File: src/rtl/dance_monitor_if.sv
// LED pattern bus plus the monitor's decoded status outputs.
// The generator side drives led; the monitor side drives the rest.
interface dance_monitor_if #(
   parameter int unsigned N_LED = 18,
   parameter int unsigned CNT_W = 16
);
   logic [N_LED-1:0] led;
   logic [4:0]       pos;
   logic             pos_valid;
   logic [1:0]       dir;
   logic             wrap;
   logic             bounce;
   logic             err;
   logic             stalled;
   logic [CNT_W-1:0] step_count;
   logic [7:0]       err_count;

   modport master (
      output led,
      input  pos, pos_valid, dir, wrap, bounce, err, stalled, step_count, err_count
   );

   modport slave (
      input  led,
      output pos, pos_valid, dir, wrap, bounce, err, stalled, step_count, err_count
   );
endinterface

File: src/rtl/dance_monitor.sv
// Observer for the 18-LED pattern bus: tracks the lit position and classifies
// each bus change as step, wrap, bounce or error, with counters and a stall flag.
module dance_monitor #(
   parameter int unsigned N_LED       = 18,
   parameter int unsigned STALL_LIMIT = 67108864,
   parameter int unsigned CNT_W       = 16
) (
   input  logic           Clock,
   input  logic           Resetn,
   dance_monitor_if.slave bus
);

   localparam int unsigned POS_W   = 5;
   localparam int unsigned ERR_W   = 8;
   localparam int unsigned STALL_W = $clog2(STALL_LIMIT + 1);

   localparam logic [POS_W-1:0]   POS_MAX   = POS_W'(N_LED - 1);
   localparam logic [STALL_W-1:0] STALL_MAX = STALL_W'(STALL_LIMIT);
   localparam logic [1:0]         DIR_UNK   = 2'b00;
   localparam logic [1:0]         DIR_UP    = 2'b01;
   localparam logic [1:0]         DIR_DOWN  = 2'b10;

   typedef enum logic [1:0] {
      ST_IDLE,
      ST_UNK,
      ST_UP,
      ST_DOWN
   } state_t;

   state_t             state_q, state_d;
   logic [N_LED-1:0]   last_led_q;
   logic [POS_W-1:0]   pos_q, pos_d;
   logic               pos_valid_q, pos_valid_d;
   logic [1:0]         dir_q, dir_d;
   logic               wrap_q, wrap_d;
   logic               bounce_q, bounce_d;
   logic               err_q, err_d;
   logic               stalled_q, stalled_d;
   logic [CNT_W-1:0]   step_q, step_d;
   logic [ERR_W-1:0]   errc_q, errc_d;
   logic [STALL_W-1:0] stall_q, stall_d;

   logic               changed;
   logic               any_lit;
   logic               one_hot;
   logic               multi_hot;
   logic [POS_W-1:0]   hit_pos;
   logic               up_adj, dn_adj, wrap_up, wrap_dn;

   // Bus decode: one-hot/multi-hot detection and lit index.
   always_comb begin
      changed   = (bus.led != last_led_q);
      any_lit   = (bus.led != '0);
      one_hot   = any_lit && ((bus.led & (bus.led - N_LED'(1))) == '0);
      multi_hot = any_lit && !one_hot;
      hit_pos   = '0;
      for (int i = 0; i < N_LED; i++) begin
         if (bus.led[i]) hit_pos = POS_W'(i);
      end
   end

   // Transition classification against the held position.
   always_comb begin
      up_adj  = (pos_q < POS_MAX) && (hit_pos == pos_q + POS_W'(1));
      dn_adj  = (pos_q != '0) && (hit_pos == pos_q - POS_W'(1));
      wrap_up = (pos_q == POS_MAX) && (hit_pos == '0) && (state_q != ST_DOWN);
      wrap_dn = (pos_q == '0) && (hit_pos == POS_MAX) && (state_q != ST_UP);
   end

   // State register and all output flops.
   always_ff @(posedge Clock) begin
      if (!Resetn) begin
         state_q     <= ST_IDLE;
         last_led_q  <= '0;
         pos_q       <= '0;
         pos_valid_q <= 1'b0;
         dir_q       <= DIR_UNK;
         wrap_q      <= 1'b0;
         bounce_q    <= 1'b0;
         err_q       <= 1'b0;
         stalled_q   <= 1'b0;
         step_q      <= '0;
         errc_q      <= '0;
         stall_q     <= '0;
      end else begin
         state_q     <= state_d;
         last_led_q  <= bus.led;
         pos_q       <= pos_d;
         pos_valid_q <= pos_valid_d;
         dir_q       <= dir_d;
         wrap_q      <= wrap_d;
         bounce_q    <= bounce_d;
         err_q       <= err_d;
         stalled_q   <= stalled_d;
         step_q      <= step_d;
         errc_q      <= errc_d;
         stall_q     <= stall_d;
      end
   end

   // Next-state and next-output logic.
   always_comb begin
      state_d   = state_q;
      pos_d     = pos_q;
      wrap_d    = 1'b0;
      bounce_d  = 1'b0;
      err_d     = 1'b0;
      stalled_d = stalled_q;
      step_d    = step_q;
      errc_d    = errc_q;
      stall_d   = stall_q;

      if (!changed) begin
         stall_d   = (stall_q == STALL_MAX) ? stall_q : stall_q + STALL_W'(1);
         stalled_d = (stall_d == STALL_MAX) &&
                     ((state_q == ST_UP) || (state_q == ST_DOWN));
      end else begin
         stall_d   = '0;
         stalled_d = 1'b0;
         if (multi_hot) begin
            state_d = ST_IDLE;
            err_d   = 1'b1;
            errc_d  = (errc_q == '1) ? errc_q : errc_q + ERR_W'(1);
         end else if (one_hot) begin
            pos_d = hit_pos;
            if (state_q == ST_IDLE) begin
               state_d = ST_UNK;
            end else if (up_adj) begin
               state_d  = ST_UP;
               bounce_d = (state_q == ST_DOWN);
               step_d   = (step_q == '1) ? step_q : step_q + CNT_W'(1);
            end else if (dn_adj) begin
               state_d  = ST_DOWN;
               bounce_d = (state_q == ST_UP);
               step_d   = (step_q == '1) ? step_q : step_q + CNT_W'(1);
            end else if (wrap_up) begin
               state_d = ST_UP;
               wrap_d  = 1'b1;
               step_d  = (step_q == '1) ? step_q : step_q + CNT_W'(1);
            end else if (wrap_dn) begin
               state_d = ST_DOWN;
               wrap_d  = 1'b1;
               step_d  = (step_q == '1) ? step_q : step_q + CNT_W'(1);
            end else begin
               state_d = ST_UNK;
               err_d   = 1'b1;
               errc_d  = (errc_q == '1) ? errc_q : errc_q + ERR_W'(1);
            end
         end
      end

      pos_valid_d = (state_d != ST_IDLE);
      case (state_d)
         ST_UP:   dir_d = DIR_UP;
         ST_DOWN: dir_d = DIR_DOWN;
         default: dir_d = DIR_UNK;
      endcase
   end

   assign bus.pos        = pos_q;
   assign bus.pos_valid  = pos_valid_q;
   assign bus.dir        = dir_q;
   assign bus.wrap       = wrap_q;
   assign bus.bounce     = bounce_q;
   assign bus.err        = err_q;
   assign bus.stalled    = stalled_q;
   assign bus.step_count = step_q;
   assign bus.err_count  = errc_q;

endmodule

File: src/flat_wrapper.sv
// flat-port wrapper written by rule: the top's interface ports become plain ports
module dance_monitor_flat 
#(
   parameter int unsigned N_LED       = 18,
   parameter int unsigned STALL_LIMIT = 67108864,
   parameter int unsigned CNT_W       = 16
)
  (Clock, Resetn, bus_led, bus_pos, bus_pos_valid, bus_dir, bus_wrap, bus_bounce, bus_err, bus_stalled, bus_step_count, bus_err_count);
  dance_monitor_if #(.N_LED(N_LED), .CNT_W(CNT_W)) bus_i ();
  input  logic Clock;
  input  logic Resetn;
  input wire logic [$bits(bus_i.led)-1:0] bus_led;
  output wire logic [$bits(bus_i.pos)-1:0] bus_pos;
  output wire logic [$bits(bus_i.pos_valid)-1:0] bus_pos_valid;
  output wire logic [$bits(bus_i.dir)-1:0] bus_dir;
  output wire logic [$bits(bus_i.wrap)-1:0] bus_wrap;
  output wire logic [$bits(bus_i.bounce)-1:0] bus_bounce;
  output wire logic [$bits(bus_i.err)-1:0] bus_err;
  output wire logic [$bits(bus_i.stalled)-1:0] bus_stalled;
  output wire logic [$bits(bus_i.step_count)-1:0] bus_step_count;
  output wire logic [$bits(bus_i.err_count)-1:0] bus_err_count;
  assign bus_i.led = bus_led;
  assign bus_pos = bus_i.pos;
  assign bus_pos_valid = bus_i.pos_valid;
  assign bus_dir = bus_i.dir;
  assign bus_wrap = bus_i.wrap;
  assign bus_bounce = bus_i.bounce;
  assign bus_err = bus_i.err;
  assign bus_stalled = bus_i.stalled;
  assign bus_step_count = bus_i.step_count;
  assign bus_err_count = bus_i.err_count;
  dance_monitor #(.N_LED(N_LED), .STALL_LIMIT(STALL_LIMIT), .CNT_W(CNT_W)) u_core (.Clock(Clock), .Resetn(Resetn), .bus(bus_i));
endmodule
File: config.mk
export PLATFORM = sky130hd
export DESIGN_NAME = dance_monitor_flat
export DESIGN_NICKNAME = d
export VERILOG_FILES = /design/src/rtl/dance_monitor_if.sv /design/src/rtl/dance_monitor.sv /design/src/flat_wrapper.sv
export SDC_FILE = /design/constraint.sdc
export NUM_CORES = 1
export LEC_CHECK = 0
export BUFFER_PORTS_ARGS = -buffer_cell sky130_fd_sc_hd__clkbuf_2
export CORE_UTILIZATION = 50
export DETAILED_ROUTE_END_ITERATION = 8
export GPL_ROUTABILITY_DRIVEN = 1
export PLACE_DENSITY = 0.81
export SLEW_MARGIN = 10
export SYNTH_ARGS = -nofsm -noshare
export SYNTH_HDL_FRONTEND = slang
export SYNTH_SLANG_ARGS = --single-unit
File: constraint.sdc
create_clock -name Clock -period 3.77 [get_ports Clock]
set_input_delay 0.1885 -clock Clock [delete_from_list [all_inputs] [get_ports Clock]]
set_output_delay 0.1885 -clock Clock [all_outputs]
set_load 0.05 [all_outputs]
Word level (Yosys, flattened, before mapping):

Index checks and enable logic that the tools add are counted.

* add/sub/neg operators: 6
* order comparisons: 1
* equality and inequality tests: 20
* mux-type cells: 51
* bitwise logic cells: 6
* reductions and logical operators: 27

Operators with widths (number)
* $mux W16: 5
* $mux W8: 8
* $eq A27 B27 Y1 const B: 2
* $mux W4: 8
* $add A27 B1 Y27 const B: 1
* $mux W27: 1
* $mux W2: 10
* $and A18 B18 Y18: 1
* $logic_not A18 Y1: 1
* $ne A18 B18 Y1: 1
* $reduce_bool A18 Y1: 1
* $sub A18 B1 Y18 const B: 1
* $add A16 B1 Y16 const B: 1
* $eq A16 B16 Y1 const B: 1
* $mux W1: 12
* $mux W3: 4
* $eq A5 B5 Y1: 2
* $eq A5 B5 Y1 const B: 2
* $logic_not A5 Y1: 2
* $mux W5: 2
* $ne A2 B1 Y1 const B: 5
* $logic_and A1 B1 Y1: 9
* $add A8 B1 Y8 const B: 1
* $eq A2 B2 Y1 const B: 4
* 20 further kinds: 26

* flip-flop bits (word level): 83
* output and inout bits: 36
* word-level logic and storage cells: 123

Logic depth before layout (Yosys ltp):

Gate-level depths: netlist of run 1.

* word-level depth: 30
* depth in mapped cells: 12
* depth with buffers taken out: 10

Worst setup path before layout of run 1:

No wires, ideal clock.

* path type: register to register
* start: reg u_core.pos_q[0] (netlist: u_core.bus.pos[0])
* end: reg u_core.errc_q[3] (netlist: u_core.bus.err_count[3])
* setup time: 126 ps
* arrival: 2803 ps
* required time: 3644 ps
* path slack: 842 ps
* cell stages (with the launch flop): 12
* path buffers: 1
* clock period less this slack: 2928 ps
* cells stage by stage: dfxtp_1 > clkbuf_1 > inv_1 > ha_1 > nor3b_1 > xnor2_1 > a41o_1 > o21ai_1 > or4_4 > a41oi_4 > nor4b_2 > mux2i_1

* longest elaborated chain between the ends: 5
* elaborated cells between the ends (all ways): 19

RTL lines
* start: declaration: RTL line dance_monitor.sv:32 `logic [POS_W-1:0] pos_q, pos_d;`
* start signal: assignment: RTL line dance_monitor.sv:88 `pos_q <= pos_d;`
* $add A5 B1 Y5, or another cell as far along: RTL line dance_monitor.sv:64 `up_adj = (pos_q < POS_MAX) && (hit_pos == pos_q + POS_W'(1));`
* $eq A5 B5 Y1, or another cell as far along: RTL line dance_monitor.sv:64
* $logic_and A1 B1 Y1, on equally long branches
* $ne A2 B1 Y1 (no source line)
* $reduce_and A7 Y1 (no source line) *
* end signal: assignment: RTL line dance_monitor.sv:96 `errc_q <= errc_d;`
* end: declaration: RTL line dance_monitor.sv:40 `logic [ERR_W-1:0] errc_q, errc_d;`

Mark *: on every way between the ends. The rest lies on a longest branch, timed or not.
A chain may end at the register's enable or synchronous reset.

Worst setup path in the final report of run 1:

* start: reg u_core.pos_q[0] (netlist: u_core.bus.pos[0])
* end: reg u_core.step_q[15] (netlist: u_core.bus.step_count[15])

* longest elaborated chain between the ends: 6
* elaborated cells between the ends (all ways): 19

RTL lines
* branches (longest 6 deep; another with $sub A5 B1 Y5)
* end signal: assignment: RTL line dance_monitor.sv:95 `step_q <= step_d;`
* end: declaration: RTL line dance_monitor.sv:39 `logic [CNT_W-1:0] step_q, step_d;`

Parallel ways; which one is timed is not known.

==> flow_metrics.tcl, run 1 <==
set metrics [dict create \
    max_freq_mhz 328 \
    power.leakage_nw 2.00 \
    start_util_pct 52.1 \
    synth.mux.area_fraction_pct 3.09 \
    clock_latency_ps 370 \
    setup_viol 0 \
    final_nets 647 \
    worstSetupPathType "flop to flop" \
    min_delay_path_depth 2 \
    cts-resized-gates 0 \
    hold_viol 0 \
    die_area_um2 10100 \
    drive_gt1_share_pct 15.1 \
    syn_avg_cell_area_um2 8.24 \
    grt.overflow.total 0 \
    h-tree-depth 3 \
    min_period_ps 3050 \
    hold_end "u_core.last_led_q[0]" \
    row_count 35 \
    drc 0 \
    synth_compound_area_share_pct 13.8 \
    first_iter_violations 215 \
    tritoncts "done" \
    grt_pass1_vias 3850 \
    synth_area_um2 4860 \
    ff2ff_path_depth 9 \
    synthFlopType "dfxtp_1" \
    yosys.cell_types.count 69 \
    diodes 0 \
    drv_slew 0 \
    async_flop_share_pct 0 \
    grt_pass1_wl_um 18200 \
    r2r_end "u_core.bus.step_count[15]" \
    yosysSeqAreaShare_pct 34.2 \
    finalPower_mw 1.73 \
    io_buffers 55 \
    die_w_um 101 \
    finalWirelength_um 10900 \
    cts_root_buffer "clkbuf_8" \
    outcome "finished clean" \
    dp_hpwl_um 7780 \
    busiest_layer "met2" \
    grt_start_max_net_pins 43 \
    clk_pin_slew_ps 90 \
    firstDrtPassIters 5 \
    r2r-start "u_core.bus.pos[0]" \
    met2_usage_pct 34.5 \
    use_met1_pct 29.5 \
    synth_top_family_by_area "simple AND/OR/NAND/NOR gates" \
    hold_class "input pin to flop" \
    tns_ps 0 \
    end_kind "flop" \
    post_cts_buffers 0 \
    syn-instance-count 589 \
    power_density_nw_per_um2 323 \
    grt_use_total_pct 22.5 \
    synth_nets 616 \
    synth_edf_count 0 \
    antenna_left 0 \
    met3_usage_pct 5.55 \
    clock_sink_count 83 \
    clock_skew_ps 17.1 \
    gp_congestion 0.947 \
    core_area_um2 9330 \
    die-height_um 101 \
    reg2reg_slack_ps 720 \
    crit_start "u_core.bus.pos[0]" \
    peakVddDrop_v 0.000201 \
    cp-start-kind "flop" \
    max_cap_viol_count 0 \
    required_ps 4070 \
    synthAdderAreaFrac_pct 2.42 \
    vias 4337 \
    tightest_slew_ps 957 \
    synth-seq-cells 83 \
    rsz0062_at_grt "no" \
    wl_per_cell_um 14.5 \
    hp-start "bus_led[0]" \
    antenna_found_initial 0 \
    via_per_inst 5.76 \
    ioPinCount 56 \
    worstPathMaxFanout 17 \
    syn_to_final_growth_pct 10.3 \
    fin_crit_sh_pct 80.9 \
    ctsHoldBuffers 0 \
    cts_buffers 9 \
    synth_warnings 0 \
    arrival_ps 3350 \
    max-clock-path-buffers 2 \
    yosys.area_share.simple_pct 31.6 \
    post_synth_xor_area_fraction_pct 9.92 \
    slew-limit-headroom_pct 36.2 \
]
## power breakdown
part           switching [mW]  internal, mW
clock                   0.323         0.368
sequential            0.00739         0.889
combinational          0.0951        0.0473
total                   0.425          1.31
## worst max-delay path, stage by stage (launching register included)
cell	delay (ps)
dfxtp_1	580
ha_1	280
xnor2_1	210
o21ba_2	210
o21bai_1	120
o221ai_1	200
nor4_1	500
o311ai_4	300
or3_1	410
a21oi_1	150
## per-layer routing
| metal | vias to the layer above | wire length (um) |
|---|---|---|
| li1 | 2147 | - |
| met1 | 2031 | 5040 |
| met2 | 136 | 4910 |
| met3 | 23 | 693 |
| met4 | 0 | 242 |
| met5 | - | 0 |
## cells by family after synthesis
kind of cell | count (synthesis)
flip-flops | 83
adder cells (fa/ha/maj) | 10
XOR/XNOR | 55
AND/OR/NAND/NOR | 273
multiplexers | 15
buffers and inverters | 57
AO/OA/AOI/OAI | 96
## per-stage QoR
stage               cells  utilization [%]  worst slack (ps)  hold slack [ps]  instance area, um^2
CTS                   753             57.4               754              121                 5360
finish                753             57.4               720              126                 5360
global route          753             57.4               449              139                 5360
detailed placement    738             55.2               819              465                 5150
global placement      738             55.2               876              457                 5150
floorplan             589                -               842              310                 4860
## state kept, by name, indices dropped and copies added, names as in the netlist
name                   count
u_core.bus.dir             2
u_core.bus.pos             5
u_core.last_led_q         18
u_core.bus.wrap            1
u_core.bus.err_count       8
u_core.state_q             2
u_core.stall_q            27
u_core.bus.bounce          1
u_core.bus.err             1
u_core.bus.pos_valid       1
u_core.bus.stalled         1
u_core.bus.step_count     16
## how the worst max path moves through the flow
stage / to / slack [ps] / cells after the start
finish: u_core.bus.step_count[15] / 720 / 9
CTS: u_core.bus.step_count[15] / 750 / 9
detailed placement: u_core.bus.step_count[15] / 820 / 9
global route: u_core.bus.step_count[11] / 450 / 9
floorplan: u_core.bus.err_count[3] / 840 / 11
global placement: u_core.bus.step_count[13] / 880 / 9
## final cells by class
cell class,instances,area [um^2]
clock inverters,5,78.8
multi-input cells,449,2960
fillers,829,3970
repair buffers,58,298
clock buffers,10,128
inverters,19,71.3
well taps,129,161
flip-flops and latches,83,1660
## synthesized netlist by cell type, drive strengths merged (4+ instances only)
| cell | instances | share of area (%) |
|---|---|---|
| nor3 | 15 | 1.6 |
| xnor2 | 25 | 4.5 |
| buf | 11 | 1.3 |
| a31oi | 5 | 0.64 |
| clkbuf | 27 | 2.1 |
| ha | 7 | 1.8 |
| nor4 | 24 | 4.7 |
| nand3 | 23 | 2.5 |
| xor2 | 30 | 5.4 |
| nand2 | 46 | 3.6 |
| and2 | 19 | 2.4 |
| nor2 | 64 | 5.1 |
| and3 | 17 | 2.2 |
| nand2b | 11 | 1.4 |
| o21ai | 24 | 2.5 |
| or4 | 7 | 1.2 |
| or3 | 14 | 1.8 |
| nor4b | 4 | 0.98 |
| a211oi | 5 | 0.77 |
| inv | 19 | 1.5 |
| a21oi | 30 | 3.2 |
| mux2i | 15 | 3.1 |
| dfxtp | 83 | 34 |
| nand4 | 15 | 1.9 |
## placed cells by master (no fill, tap or decap), drive strengths merged, types with 3 or more instances in the layout
cell type  count
xnor2         25
and4           3
nor2          64
a211oi         5
a21oi         30
nand3b         3
or3           14
buf            3
nor4b          4
o31ai          3
and2          19
nand4         15
nor4          24
nand2b        11
clkbuf        65
maj3           3
xor2          30
nor2b          3
ha             7
nand3         23
o21ai         24
and3          17
mux2i         15
or4            7
inv           19
dfxtp         83
a31oi          5
nand2         46
clkinv         3
o211ai         3
nor3          15
Power figures use the tool's default switching activity.
==> run 2: changes to the inputs <==
Settings changed: ABC_AREA set to 1.
Clock period 3.77 ns to 2.84 ns, I/O delays scaled along.
==> run 2 against run 1 <==
Design area is 1.6% higher. First-iteration DRC count is 18% higher. Wire length is 3.6% higher.
==> flow_metrics.tcl, run 2 <==
set metrics [dict create \
    cts_root_buffer "clkbuf_8" \
    max_cap_viol_count 0 \
    outcome "finished clean" \
    required_ps 3040 \
    grt.overflow.total 0 \
    grt_pass1_wl_um 19000 \
    synth.top_cell.area_share_pct 34.7 \
    die_area_um2 9970 \
    end_kind "flop" \
    start_util_pct 51.8 \
    arrival_ps 2870 \
    grt_pass1_vias 4371 \
    synth_most_common_cell "nand2_1" \
    synth_edf_count 0 \
    synth_area_um2 4790 \
    wl_per_cell_um 12.7 \
    synth_top_area_cell "dfxtp_1" \
    worstPathMaxFanout 16 \
    antenna_left 0 \
    io_buffers 55 \
    p_int_mw 1.66 \
    ioPinCount 56 \
    core_area_um2 9240 \
    critical-path-max-stage-delay_ps 540 \
    cts-resized-gates 0 \
    synth_warnings 0 \
    swShare_pct 26.6 \
    hold_class "input pin to flop" \
    tightest_slew_ps 705 \
    die-height_um 99.8 \
    crit_slowest_cell "dlygate4sd3_1" \
    clock_latency_ps 360 \
    utilization_pct 58.9 \
    power.leakage_nw 2.32 \
    slew-limit-headroom_pct 53.0 \
    gp_congestion 0.971 \
    worstSetupPathType "input pin to flop" \
    top_register "u_core.stall_q" \
    clock_sink_count 83 \
    drive_gt1_share_pct 13.6 \
    power_density_nw_per_um2 416 \
    p_seq_share_pct 52.6 \
    syn_to_final_growth_pct 13.7 \
    antenna_found_initial 0 \
    synth_commonest_cells "135 x nand2_1, 100 x inv_1, 89 x nor2_1" \
    h-tree-depth 3 \
    via_per_inst 5.22 \
    final_cell_mix "135 x nand2_1, 100 x inv_1, 89 x nor2_1" \
    comb_power_share_pct 7.6 \
    layout_commonest_cell "nand2_1" \
    hold_viol 0 \
    drv_slew 0 \
    min_period_ps 2660 \
    grt_start_max_net_pins 34 \
    vias 4641 \
    async_flop_share_pct 0 \
    tns_ps 0 \
    tritoncts "done" \
    dp_hpwl_um 8260 \
    setup_viol 0 \
    yosysSeqAreaShare_pct 34.7 \
    first_iter_violations 253 \
    yosys.cell_types.count 40 \
    die_w_um 99.8 \
    diodes 0 \
    synth_nets 721 \
    clk_pin_slew_ps 90 \
    grt_use_total_pct 23.4 \
    row_count 35 \
    fin_crit_sh_pct 93.7 \
    finalWirelength_um 11300 \
    syn_avg_cell_area_um2 6.90 \
    cp-start-kind "input pin" \
    max-clock-path-buffers 2 \
    synthFlopType "dfxtp_1" \
    syn-instance-count 694 \
    clock_skew_ps 15.0 \
    n_fill_cell 861 \
    synth-seq-cells 83 \
    largest_register_ffs 27 \
    p_sw_mw 0.603 \
    rsz0062_at_grt "no" \
    firstDrtPassIters 5 \
    max_freq_mhz 376 \
    path_cells "dlygate4sd3_1 > clkbuf_2 > inv_1 > nand2_1 > nor2_1 > nand2_1 > nand2_1 > nand2_1 > xor2_1 > nor3_1 > and2_1 > o211ai_2 > nand2_2 > nand3_2 > nand2_1 > a21oi_1" \
    final_nets 782 \
    cts_buffers 9 \
    peakVddDrop_v 0.000322 \
    crit_path_frequent_cell "nand2_1" \
    netlist_top_cells_area "dfxtp_1 35%, nand2_1 11%, inv_1 7.8%" \
    clockPowerShare_pct 39.7 \
    drc 0 \
]
-- run 2: changes by cell type in the layout (fill, tap and decap cells not counted), sizes merged, moves of 12 or more --
cell and delta:
nand2 +94, nand4 +17, and2 -18, or3 -14, nor2 +32, nor4 -12
inv +87, nand3 +25, mux2i -15, and3 -17
-- run 2: path summary, 6_finish.rpt --
path | start | end | slack, ps | depth (start not counted)
max | bus_led[9] | u_core.bus.step_count[2] | 180 | 16
min | bus_led[11] | u_core.last_led_q[11] | 20 | 3
max reg2reg | u_core.bus.pos[0] | u_core.bus.step_count[2] | 240 | 11
min reg2reg | u_core.bus.err_count[1] | u_core.bus.err_count[1] | 500 | 2
-- run 2: metal layers --
| layer | part of all wire [%] | GRT usage, % |
|---|---|---|
| met4 | 1.8 | 9.28 |
| met3 | 5.0 | 3.06 |
| met2 | 48 | 40.4 |
| met5 | 0 | 0 |
| met1 | 45 | 29.4 |
-- run 2: cells by family after synthesis --
kind of cell | Yosys count | share of synthesized area (%)
buffers and inverters | 119 | 9.67
adders and majority gates | 7 | 1.83
xor gates and xnor gates | 61 | 11.2
and+or+nand+nor | 361 | 35.2
DFF | 83 | 34.7
AOI/OAI and AO/OA | 63 | 7.42
-- run 2: final cells by class --
class / instances / area, um^2 / area share [%]
clock buffer: 9 / 124 / 2.28
clock inverter: 7 / 81.3 / 1.49
inverter: 105 / 395 / 7.27
multi-input combinational: 493 / 2670 / 49.1
sequential: 83 / 1660 / 30.5
tap: 129 / 161 / 2.97
timing repair buffer: 63 / 345 / 6.35
-- run 2: stage by stage --
stage / cells / instance area [um^2] / total power, mW / hold WS [ps] / setup slack, ps
after floorplan: 694 / 4790 / 1.33 / 235 / 402
after global placement: 865 / 5160 / 1.38 / 352 / 369
after detailed placement: 865 / 5160 / 1.39 / 362 / 262
after CTS: 885 / 5410 / 2.28 / 2.55 / 191
after global routing: 889 / 5440 / 2.35 / 26.3 / 12.6
final: 889 / 5440 / 2.26 / 19.2 / 179
-- run 2: what timing repair did --
action / 4_1_cts / 5_1_grt
setup buffers: 0 / 3
hold endpoints to repair: 4 / 0
hold buffers: 4 / 0
endpoints found under the setup margin: 0 / 15
-- run 2: power groups by stage --
stage / sequential [mW] / combinational, mW / clock, mW
floorplan: 1.23 / 0.103 / 0
global placement: 1.22 / 0.161 / 0
detailed placement: 1.22 / 0.166 / 0
CTS: 1.19 / 0.171 / 0.920
global route: 1.19 / 0.192 / 0.965
finish: 1.19 / 0.173 / 0.900
-- run 2: critical path: cells and delay by family --
family	cells	cell delay, ps
buffers and inverters	3	770
and+or+nand+nor	10	1610
xor gates and xnor gates	1	160
AOI/OAI and AO/OA	2	180
==> run 3: changes to the inputs <==
Settings changed: CORE_UTILIZATION 50 to 59, MAX_ROUTING_LAYER set to met4, PLACE_DENSITY 0.81 to 0.92.
==> run 3 against run 2 <==
Sequential power about the same. Core utilization is 11 points higher. Register-to-register slack improved by 40 ps. Hold slack got worse by 11 ps. Clock-buffer cell count increased by 3. Global-route usage up 4.7 points. Critical path type unchanged. Non-clock buffer count unchanged. Clock power down 10%. Cell count shrank 3.0%. Clock skew fell by 7.8 ps. Total power decreased by 3.9%.
==> flow_metrics.tcl, run 3 (synthesis gave the netlist of run 2 again) <==
set metrics [dict create \
    outcome "finished clean" \
    firstDrtPassIters 5 \
    via_per_inst 5.53 \
    grt_start_max_net_pins 27 \
    cts_root_buffer "clkbuf_8" \
    required_ps 3110 \
    max_freq_mhz 391 \
    finalPower_mw 2.18 \
    io_buffers 55 \
    first_iter_violations 223 \
    ioPinCount 56 \
    worstPathMaxFanout 10 \
    comb_power_share_pct 8.2 \
    peakVddDrop_v 0.000303 \
    swShare_pct 25.1 \
    setup_viol 0 \
    crit_slowest_cell "dlygate4sd3_1" \
    die-height_um 92.1 \
    wl_per_cell_um 13.0 \
    finalWirelength_um 11200 \
    holdWs_ps 8.36 \
    fin_ws_ps 280 \
    critical-path-max-stage-delay_ps 530 \
    power_density_nw_per_um2 404 \
    clock_latency_ps 360 \
    place_area_um2 5140 \
    path_cells "dlygate4sd3_1 > clkbuf_2 > inv_1 > nand2_1 > nor2_1 > nand2_1 > nand2_1 > nand2_1 > xor2_1 > nor3_1 > and2_1 > o211ai_2 > nand3_1 > nand2_2 > nand2_2 > nand2_1 > a21oi_1" \
    grt_pass1_vias 4500 \
    die_w_um 92.1 \
    grt_pass1_wl_um 18900 \
    power.leakage_nw 2.32 \
    antenna_left 0 \
    crit_path_frequent_cell "nand2_1" \
    critPathBufInv 3 \
    final_nets 782 \
    final_cell_mix "135 x nand2_1, 100 x inv_1, 89 x nor2_1" \
    p_sw_mw 0.546 \
    grt_use_total_pct 28.0 \
    cts_buffers 9 \
    min_period_ps 2560 \
    end_kind "flop" \
    tritoncts "done" \
    die_area_um2 8480 \
    max_cap_viol_count 0 \
    vias 4765 \
    rsz0062_at_grt "yes" \
    core_area_um2 7770 \
    row_count 32 \
    clk_pin_slew_ps 80 \
    p_seq_share_pct 54.7 \
    hold_viol 0 \
    tightest_slew_ps 682 \
    fin_crit_sh_pct 90.1 \
    worstSetupPathType "input pin to flop" \
    dp_hpwl_um 8160 \
    pre_cts_ws_ps 277 \
    clock_skew_ps 7.19 \
    antenna_found_initial 0 \
    drc 0 \
    stdcell_area_um2 5400 \
    layout_commonest_cell "nand2_1" \
    grt.overflow.total 0 \
    cp-start-kind "input pin" \
    hold_class "input pin to flop" \
    clockPowerShare_pct 37.1 \
    h-tree-depth 3 \
    start_util_pct 61.6 \
    slew-limit-headroom_pct 54.5 \
    arrival_ps 2830 \
    clock_sink_count 83 \
    syn_to_final_growth_pct 12.7 \
    gp_congestion 0.949 \
    largest_register_ffs 27 \
    top_register "u_core.stall_q" \
    crit_family "simple AND/OR/NAND/NOR gates" \
    drv_slew 0 \
    p_int_mw 1.63 \
    diodes 0 \
    max-clock-path-buffers 2 \
    drive_gt1_share_pct 13.9 \
]
run 3: cell count changes in the layout (fill, tap and decap cells not counted):
cell | before | now
clkinvlp_4 | 1 | 0
bufinv_16 | 1 | 0
nor3_1 | 23 | 22
clkbuf_8 | 9 | 12
inv_6 | 4 | 0
nor3_2 | 3 | 4
buf_4 | 4 | 6
nand2_4 | 0 | 1
dlygate4sd3_1 | 4 | 2
clkinv_2 | 1 | 4
nand2_2 | 5 | 4
run 3: stage by stage:
| stage | util [%] | cells | setup TNS, ps |
|---|---|---|---|
| after detailed placement | 66.1 | 839 | 0 |
| after floorplan | - | 694 | 0 |
| after global routing | 69.5 | 862 | -53.1 |
| final | 69.5 | 862 | 0 |
| after global placement | 66.1 | 839 | 0 |
| after CTS | 68.8 | 857 | 0 |
run 3: per-layer routing:
layer | vias up | wire, um | track usage, %
li1 | 2357 | - | -
met1 | 2167 | 4750 | 33.1
met2 | 200 | 5440 | 46.5
met3 | 41 | 738 | 3.81
met4 | 0 | 316 | 14.5
met5 | - | 0 | -
run 3: worst register-to-register path, cell delays in order (launching register included):
cell and delay (ps):
dfxtp_1 370, ha_1 200, nand3_1 170, nor3_2 230, nand3_1 150, nor2_1 220, nand2_1 150, nor3_1 220
xor2_1 130, nor3_1 240, nand4_1 130, nor2_1 110, nand4_1 80, nor2_1 90
run 3: power groups by stage:
stage / Combinational [mW] / Sequential, mW / Clock, mW
finish: 0.178 / 1.19 / 0.807
floorplan: 0.103 / 1.23 / 0
detailed placement: 0.167 / 1.22 / 0
global placement: 0.161 / 1.22 / 0
global route: 0.199 / 1.19 / 0.874
CTS: 0.171 / 1.19 / 0.821
run 3: final timing paths:
kind,start,end,slack [ps],cells after the start
setup reg to reg,u_core.stall_q[0],u_core.bus.stalled,280,13
setup / recovery,bus_led[9],u_core.bus.err_count[2],280,17
hold reg to reg,u_core.bus.err_count[1],u_core.bus.err_count[1],510,2
hold / removal,bus_led[8],u_core.last_led_q[8],8,3
run 3: final cells by class:
type                       instances  area, um^2
inverter                         105         395
clock inverter                     4        23.8
timing repair buffer              63         340
sequential                        83        1660
multi-input combinational        493        2680
tap                              102         128
fill                             634        2370
clock buffer                      12         165
run 3: what timing repair did:
| action | CTS | global route |
|---|---|---|
| setup endpoints to repair | 0 | 21 |
| resized for setup | 0 | 2 |
| buffers inserted | 0 | 4 |
| hold endpoints to repair | 2 | 0 |
| hold buffers | 2 | 0 |
